<file path="src/rtl/wino_pkg.sv">
// Shared constants for the Winograd tile loader.
// Tile geometry, FSM encoding and operand byte lanes.
package wino_pkg;

  localparam int WINO_NUM_WORDS = 14;
  localparam int WINO_DATA_W    = 32;
  localparam int WINO_CNT_W     = 4;

  localparam logic [1:0] ST_IDLE = 2'd0;
  localparam logic [1:0] ST_FILL = 2'd1;
  localparam logic [1:0] ST_FULL = 2'd2;

  localparam int LANE_HI = 8;
  localparam int LANE_LO = 0;

endpackage

</file>
<file path="src/rtl/wino_tile_loader_if.sv">
// Word stream in, framed tile out.
// The master side feeds words and drains tiles.
interface wino_tile_loader_if
  import wino_pkg::*;
#(
  parameter int NUM_WORDS  = WINO_NUM_WORDS,
  parameter int DATA_WIDTH = WINO_DATA_W,
  parameter int CNT_W      = WINO_CNT_W
);

  logic                            clear;
  logic                            in_valid;
  logic [DATA_WIDTH-1:0]           in_data;
  logic                            in_last;
  logic                            in_ready;
  logic                            tile_valid;
  logic                            tile_ready;
  logic [NUM_WORDS*DATA_WIDTH-1:0] tile_data;
  logic [CNT_W-1:0]                fill_count;
  logic                            err_frame;

  modport master (
    output clear, in_valid, in_data, in_last, tile_ready,
    input  in_ready, tile_valid, tile_data, fill_count, err_frame
  );

  modport slave (
    input  clear, in_valid, in_data, in_last, tile_ready,
    output in_ready, tile_valid, tile_data, fill_count, err_frame
  );

endinterface

</file>
<file path="src/rtl/wino_word_bank.sv">
// Tile register file: one write port, flattened read-out.
// Word k sits at bits [k*DATA_WIDTH +: DATA_WIDTH].
module wino_word_bank
  import wino_pkg::*;
#(
  parameter int NUM_WORDS  = WINO_NUM_WORDS,
  parameter int DATA_WIDTH = WINO_DATA_W,
  parameter int IDX_W      = WINO_CNT_W
) (
  input  logic                            clk,
  input  logic                            rst,
  input  logic                            we_i,
  input  logic [IDX_W-1:0]                idx_i,
  input  logic [DATA_WIDTH-1:0]           wdata_i,
  output logic [NUM_WORDS*DATA_WIDTH-1:0] rdata_o
);

  logic [DATA_WIDTH-1:0] mem_q [NUM_WORDS];

  // Store accepted words; reset clears every slot.
  always_ff @(posedge clk or negedge rst) begin
    if (!rst) begin
      for (int i = 0; i < NUM_WORDS; i++) begin
        mem_q[i] <= '0;
      end
    end else if (we_i) begin
      mem_q[idx_i] <= wdata_i;
    end
  end

  for (genvar k = 0; k < NUM_WORDS; k++) begin : g_flat
    assign rdata_o[k*DATA_WIDTH +: DATA_WIDTH] = mem_q[k];
  end

endmodule

</file>
<file path="src/rtl/wino_tile_loader.sv">
// Frames a word stream into tiles for the Winograd unit.
// Counts words, flags short/long frames, holds full tiles.
module wino_tile_loader
  import wino_pkg::*;
#(
  parameter int NUM_WORDS  = WINO_NUM_WORDS,
  parameter int DATA_WIDTH = WINO_DATA_W,
  parameter int CNT_W      = WINO_CNT_W
) (
  input logic                clk,
  input logic                rst,
  wino_tile_loader_if.slave  bus
);

  localparam logic [CNT_W-1:0] LAST_IDX = CNT_W'(NUM_WORDS - 1);
  localparam logic [CNT_W-1:0] FULL_CNT = CNT_W'(NUM_WORDS);

  logic [1:0]       state_q, state_d;
  logic [CNT_W-1:0] cnt_q, cnt_d;
  logic             err_q, err_d;

  logic             full;
  logic             acc;
  logic [CNT_W-1:0] pos;
  logic             at_last;
  logic             wr_en;

  assign full = (state_q == ST_FULL);

  // A full tile leaving this cycle frees the bank for a new word 0.
  assign bus.in_ready = rst & (~full | bus.tile_ready);

  assign acc     = bus.in_valid & bus.in_ready & ~bus.clear;
  assign pos     = full ? '0 : cnt_q;
  assign at_last = (pos == LAST_IDX);
  assign wr_en   = acc & (at_last == bus.in_last);

  assign bus.tile_valid = full;
  assign bus.fill_count = cnt_q;
  assign bus.err_frame  = err_q;

  wino_word_bank #(
    .NUM_WORDS  (NUM_WORDS),
    .DATA_WIDTH (DATA_WIDTH),
    .IDX_W      (CNT_W)
  ) u_bank (
    .clk     (clk),
    .rst     (rst),
    .we_i    (wr_en),
    .idx_i   (pos),
    .wdata_i (bus.in_data),
    .rdata_o (bus.tile_data)
  );

  // Next state: clear wins, then drain, then classify the accepted word.
  always_comb begin
    state_d = state_q;
    cnt_d   = cnt_q;
    err_d   = err_q;
    if (bus.clear) begin
      state_d = ST_IDLE;
      cnt_d   = '0;
      err_d   = 1'b0;
    end else begin
      if (full & bus.tile_ready) begin
        state_d = ST_IDLE;
        cnt_d   = '0;
      end
      if (acc) begin
        unique case (1'b1)
          (at_last & bus.in_last): begin
            state_d = ST_FULL;
            cnt_d   = FULL_CNT;
          end
          (at_last ^ bus.in_last): begin
            state_d = ST_IDLE;
            cnt_d   = '0;
            err_d   = 1'b1;
          end
          default: begin
            state_d = ST_FILL;
            cnt_d   = pos + 1'b1;
          end
        endcase
      end
    end
  end

  // Control registers.
  always_ff @(posedge clk or negedge rst) begin
    if (!rst) begin
      state_q <= ST_IDLE;
      cnt_q   <= '0;
      err_q   <= 1'b0;
    end else begin
      state_q <= state_d;
      cnt_q   <= cnt_d;
      err_q   <= err_d;
    end
  end

endmodule
</file>
<file path="src/flat_wrapper.sv">
// flat-port wrapper written by rule: the top's interface ports become plain ports
module wino_tile_loader_flat import wino_pkg::*;
#(
  parameter int NUM_WORDS  = WINO_NUM_WORDS,
  parameter int DATA_WIDTH = WINO_DATA_W,
  parameter int CNT_W      = WINO_CNT_W
)
  (clk, rst, bus_clear, bus_in_valid, bus_in_data, bus_in_last, bus_tile_ready, bus_in_ready, bus_tile_valid, bus_tile_data, bus_fill_count, bus_err_frame);
  wino_tile_loader_if #(.NUM_WORDS(NUM_WORDS), .DATA_WIDTH(DATA_WIDTH), .CNT_W(CNT_W)) bus_i ();
  input logic clk;
  input logic rst;
  input wire logic [$bits(bus_i.clear)-1:0] bus_clear;
  input wire logic [$bits(bus_i.in_valid)-1:0] bus_in_valid;
  input wire logic [$bits(bus_i.in_data)-1:0] bus_in_data;
  input wire logic [$bits(bus_i.in_last)-1:0] bus_in_last;
  input wire logic [$bits(bus_i.tile_ready)-1:0] bus_tile_ready;
  output wire logic [$bits(bus_i.in_ready)-1:0] bus_in_ready;
  output wire logic [$bits(bus_i.tile_valid)-1:0] bus_tile_valid;
  output wire logic [$bits(bus_i.tile_data)-1:0] bus_tile_data;
  output wire logic [$bits(bus_i.fill_count)-1:0] bus_fill_count;
  output wire logic [$bits(bus_i.err_frame)-1:0] bus_err_frame;
  assign bus_i.clear = bus_clear;
  assign bus_i.in_valid = bus_in_valid;
  assign bus_i.in_data = bus_in_data;
  assign bus_i.in_last = bus_in_last;
  assign bus_i.tile_ready = bus_tile_ready;
  assign bus_in_ready = bus_i.in_ready;
  assign bus_tile_valid = bus_i.tile_valid;
  assign bus_tile_data = bus_i.tile_data;
  assign bus_fill_count = bus_i.fill_count;
  assign bus_err_frame = bus_i.err_frame;
  wino_tile_loader #(.NUM_WORDS(NUM_WORDS), .DATA_WIDTH(DATA_WIDTH), .CNT_W(CNT_W)) u_core (.clk(clk), .rst(rst), .bus(bus_i));
endmodule
</file>
<file path="config.mk">
export PLATFORM = sky130hd
export DESIGN_NAME = wino_tile_loader_flat
export DESIGN_NICKNAME = d
export VERILOG_FILES = /design/src/rtl/wino_pkg.sv /design/src/rtl/wino_tile_loader_if.sv /design/src/rtl/wino_word_bank.sv /design/src/rtl/wino_tile_loader.sv /design/src/flat_wrapper.sv
export SDC_FILE = /design/constraint.sdc
export NUM_CORES = 1
export LEC_CHECK = 0
export CORE_MARGIN = 2
export CORE_UTILIZATION = 40
export CTS_CLUSTER_SIZE = 14
export DETAILED_ROUTE_END_ITERATION = 10
export GPL_ROUTABILITY_DRIVEN = 0
export HOLD_SLACK_MARGIN = 0.05
export PLACE_DENSITY = 0.74
export SLEW_MARGIN = 20
export SYNTH_ARGS = -nofsm -noshare
export SYNTH_HDL_FRONTEND = slang
export SYNTH_SLANG_ARGS = --single-unit
export TNS_END_PERCENT = 1
</file>
<file path="constraint.sdc">
create_clock -name clk -period 3.3 [get_ports clk]
set_input_delay 0.66 -clock clk [delete_from_list [all_inputs] [get_ports clk]]
set_output_delay 0.66 -clock clk [all_outputs]
set_load 0.03 [all_outputs]
</file>
# == After elaboration in Yosys (flattened, before gate mapping) ==
# Index checks and enable logic that the tools add are counted.
# totals
ff_bits,455
in_bits,38
elab_cells,54
# op_classes
reduce_logical,5
magnitude_cmp,2
bitwise,11
eq_ne,3
add_sub_neg,1
mux,15
# op_table
cell,n
$bwmux W448,1
$demux W32 S4,1
$mux W32,1
$mux W4,4
$pmux W4 S2,1
$and A1 B1 Y1,6
$mux W2,3
$ge A5 B5 Y1 const B,1
$lt A5 B1 Y1 const B,1
$not A4 Y5,1
$add A4 B1 Y4 const B,1
$eq A4 B4 Y1 const B,1
$pmux W2 S2,1
$reduce_bool A2 Y1,2
$mux W1,3
$reduce_bool A3 Y1,1
$eq A2 B2 Y1 const B,1
$not A1 Y1,2
$reduce_and A2 Y1,1
$eq A1 B1 Y1,1
$logic_and A1 B1 Y1,1
$or A1 B1 Y1,1
$xor A1 B1 Y1,1

# == Logic depth before layout (Yosys ltp) ==
# logic_depth
ltp_word,8
depth_mapped,12

# == By module ==
# Synthesis repeated with hierarchy kept, for this count alone.
# unflattened
hier_cells,1046
hier_area_um2,17215.3
# by_module_without_submodules
mod,cells_each,n_inst,area_each_um2,seq_area_each_um2
wino_word_bank,997,1,16753.6,11210.8
wino_tile_loader,49,1,461.7,175.2

# == Least setup slack after synthesis ==
# Ideal clock, no wire load.
# synth_path
kind,reg-to-reg
from,reg u_core.state_q[0]
to,reg u_core.u_bank.mem_q (netlist bit u_core.u_bank.rdata_o[314])
setup_time_ns,0.125
required_time_ns,3.175
slack_ns,0.560
arrival_ns,2.616
stages_incl_launch_ff,13
synth_period_minus_slack_ns,2.740
path_cell_list,dfrtp_1 -> nand2b_1 -> buf_4 -> nand2_1 -> inv_1 -> ha_1 -> nand3_1 -> ha_1 -> nor2b_1 -> nand2_1 -> nor4b_4 -> buf_4 -> mux2_2
# synth_via
elab_chain_len,8
word_cells_on_any_way,17
cone_classes,2 x order compare; 3 x eq/ne; 4 x mux; 7 x bitwise; 1 x reduce/logical
# synth_rtl
element,line,source
start: declaration,wino_tile_loader.sv:18,"logic [1:0] state_q, state_d;"
start signal: assignment,wino_tile_loader.sv:96,state_q <= state_d;
$eq A2 B2 Y1 (*),wino_tile_loader.sv:28,assign full = (state_q == ST_FULL);
$mux W4,wino_tile_loader.sv:34,assign pos = full ? '0 : cnt_q;
$not A4 Y5 (implied by the code),wino_word_bank.sv:27,mem_q[idx_i] <= wdata_i;
$ge A5 B5 Y1 (implied by the code) / $lt A5 B1 Y1 (equally long branches),wino_word_bank.sv:27,
$logic_and A1 B1 Y1 (implied by the code),wino_word_bank.sv:27,
$mux W32 (implied by the code),wino_word_bank.sv:27,
$demux W32 S4,wino_word_bank.sv:27,
$bwmux W448,wino_word_bank.sv:27,
end signal: indexed assignment,wino_word_bank.sv:27,
end: declaration,wino_word_bank.sv:18,logic [DATA_WIDTH-1:0] mem_q [NUM_WORDS];
# Every way passes the cells marked *; elsewhere a longest branch is shown, timed or not.
# A chain may end at the register's enable or synchronous reset.

# == Final worst setup path ==
# layout_path
from,reg u_core.state_q[0]
to,reg u_core.u_bank.mem_q (netlist bit u_core.u_bank.rdata_o[316])
# The elaborated chain is that of the path after synthesis.

==> run_results.csv <==
group,metric,value,unit
place,place_inst,2083,
critical_path,critPathKind,"reg2reg",
drt,vias_per_cell,5.002,
timing,tns,0,ps
timing,rsz0062_at_grt,"false",
layout,final_cell_mix,"clkdlybuf4s50_1, dfrtp_1, mux2_2",
timing,worstMarginPinSlew,1051,ps
clock_tree,clkTransAtPathRegs,60,ps
power,ir_drop,0.4198,mV
drt,drt_iter0_drc,554,
critical_path,cp_max_fo,32,
timing,setup_viol,0,
timing,max_freq,0.3259,GHz
layout,instances_no_fill,2170,
clock_tree,cts_made_buffers,48,
synth,ys_ff_latch,455,
synth,synth_top_area_share,65.32,%
drt,ant_nets,0,
floorplanning,start_util,40.46,%
critical_path,critical_path_arrival,3510,ps
critical_path,end_kind,"flop",
timing,hold_slack,479.1,ps
synth,synthesis.area,17430,um^2
global_route,grt_pass1_vias,11800,
floorplanning,placementRows,76,
layout,antenna_cells,0,
drt,drc,0,
clock_tree,cts_sinks,455,
critical_path,critPathRequiredTime,3740,ps
timing,slew_violations,0,
synth,postSynthAreaPerCell,16.55,um^2
layout,regArea,11390,um^2
layout,multi_input_area,5609,um^2
status,outcome,"finished clean",
layout,layout-drive-gt1-share,33.94,%
drt,vias,10860,
synth,postSynthCellCount,1053,
place,dpl-instance-area,23060,um^2
floorplanning,die_height,212.8,um
synth,synth_nets,1096,
global_route,antenna_found_initial,2,
timing,fin_skew,16.65,ps
clock_tree,htreeDepth,2,
global_route,grt_max_degree,170,
synth,synth-edff-count,0,
synth,synth_ff_type,"dfrtp_1",
timing,slew_headroom,29.69,%
layout,final_common_cell,"clkdlybuf4s50_1",
clock_tree,clockBufferDepth,3,
synth,yosys_warnings,0,
layout,nets,1592,
drt,routed_wl,50860,um
layout,syn2layout_area_growth,41.68,%
synth,synth.area.top_cells,"dfrtp_1, mux2_2, mux2_1",
layout,final_core_util,57.33,%
worst_hold_path,min_path_type,"in2async",
drt,drtPass1Iterations,4,
synth,ys_seq_area_share,65.32,%
drt,routedWlPerCell,23.44,um
global_route,grt_use_total,22.62,%
power,p_per_area,503.9,nW/um^2
floorplanning,core-area,43080,um^2
clock_tree,cts_tree,"built",
global_route,grt-ovfl-total,0,
timing,hold_viol_final,0,
place,hpwl,34900,um
global_route,grt_pass1_wl,76000,um
clock_tree,clock-root-buffer,"clkbuf_16",
floorplanning,die_x,212.8,um
clock_tree,cts_setup_buffers,0,
floorplanning,dieArea,45260,um^2
place,io_buffers,492,
critical_path,start_kind,"flop",
timing,fin_crit,3068,ps
layout,fin_area,24690,um^2
clock_tree,clock_latency,570,ps
floorplanning,ios,493,
timing,period_share,92.98,%
layout,n_fill_cell,3409,
power,leakagePower,11.67,nW
synth,synth_top_area_cell,"dfrtp_1",
synth,ys_types,34,
flow_run,cap_violations,0,
synth,synthArstFlopShare,100.0,%
## state kept, by name, indices dropped and copies added (netlist names)
register / cells
u_core.u_bank.rdata_o: 448
u_core.bus.fill_count: 4
u_core.bus.err_frame: 1
u_core.state_q: 2
## cell type report
class | count | share of cell area, %
multi-input cells | 513 | 22.71
well taps | 585 | 2.964
repair buffers | 524 | 21.55
clock buffers | 68 | 5.659
inverters | 7 | 0.1064
flip-flops and latches | 455 | 46.11
clock inverters | 18 | 0.8968
## critical path, cell delays in order, from the launching register on
cell and delay (ps):
dfrtp_1 380, nand2b_2 260, nand2_1 180, inv_1 90, ha_1 240, nand3_1 110
ha_1 290, nor2b_1 240, nand2_1 140, nor4b_4 340, buf_12 260, mux2_2 370
## power breakdown
| part | internal, mW | total (mW) | switching, mW |
|---|---|---|---|
| clock | 3.33 | 5.52 | 2.19 |
| combinational | 0.415 | 1.11 | 0.693 |
| sequential | 5.73 | 5.81 | 0.0794 |
## metrics by stage
stage / power, mW / worst slack, ps
final: 12.44 / 231.7
after floorplan: 6.408 / 559.6
after global routing: 12.86 / 14.95
after CTS: 12.59 / 112.3
after global placement: 7.010 / 255.3
after detailed placement: 7.029 / 119.4
## logic make-up after synthesis
| logic type | share of synthesized area (%) |
|---|---|
| flops | 65.32 |
| mux | 28.94 |
| simple gates | 2.060 |
| xor+xnor | 0.05026 |
| fa+ha+maj | 0.3589 |
| buf+inv | 2.764 |
| compound gates | 0.5025 |
## cell usage after synthesis, types with 3 or more instances
library cell  number
ha_1               5
nor2_2             8
nor3_4             4
dfrtp_1          455
buf_4             27
nand2b_1           5
inv_1              7
nand2_1            8
nand3_1            3
a21oi_1            3
clkbuf_1          32
mux2_1            38
buf_6              6
mux2_2           410
nor2_1             5
buf_2             13
## metal layers
layer | wire (um) | vias up | global-route usage [%]
li1 | - | 4686 | -
met1 | 20900 | 5710 | 28.26
met2 | 24810 | 359 | 37.55
met3 | 3506 | 98 | 6.354
met4 | 1632 | 2 | 8.343
met5 | 13 | - | 0
## repair_timing
item,4_1_cts,5_1_grt
hold endpoints to repair,3,0
setup endpoints to repair,0,52
hold buffers,1,0
resized for setup,0,1
## path summary, 6_finish.rpt
kind	startpoint	end	slack [ps]	cells past startpoint
max	u_core.state_q[0]	u_core.u_bank.rdata_o[316]	230	11
min	rst	u_core.state_q[0]	480	2
max reg2reg	u_core.state_q[0]	u_core.u_bank.rdata_o[316]	230	11
min reg2reg	u_core.u_bank.rdata_o[26]	u_core.u_bank.rdata_o[26]	480	1
max in group asynchronous	rst	u_core.u_bank.rdata_o[335]	1310	4
min in group clk	u_core.u_bank.rdata_o[26]	u_core.u_bank.rdata_o[26]	480	1
(Power assumes the default switching activity.)
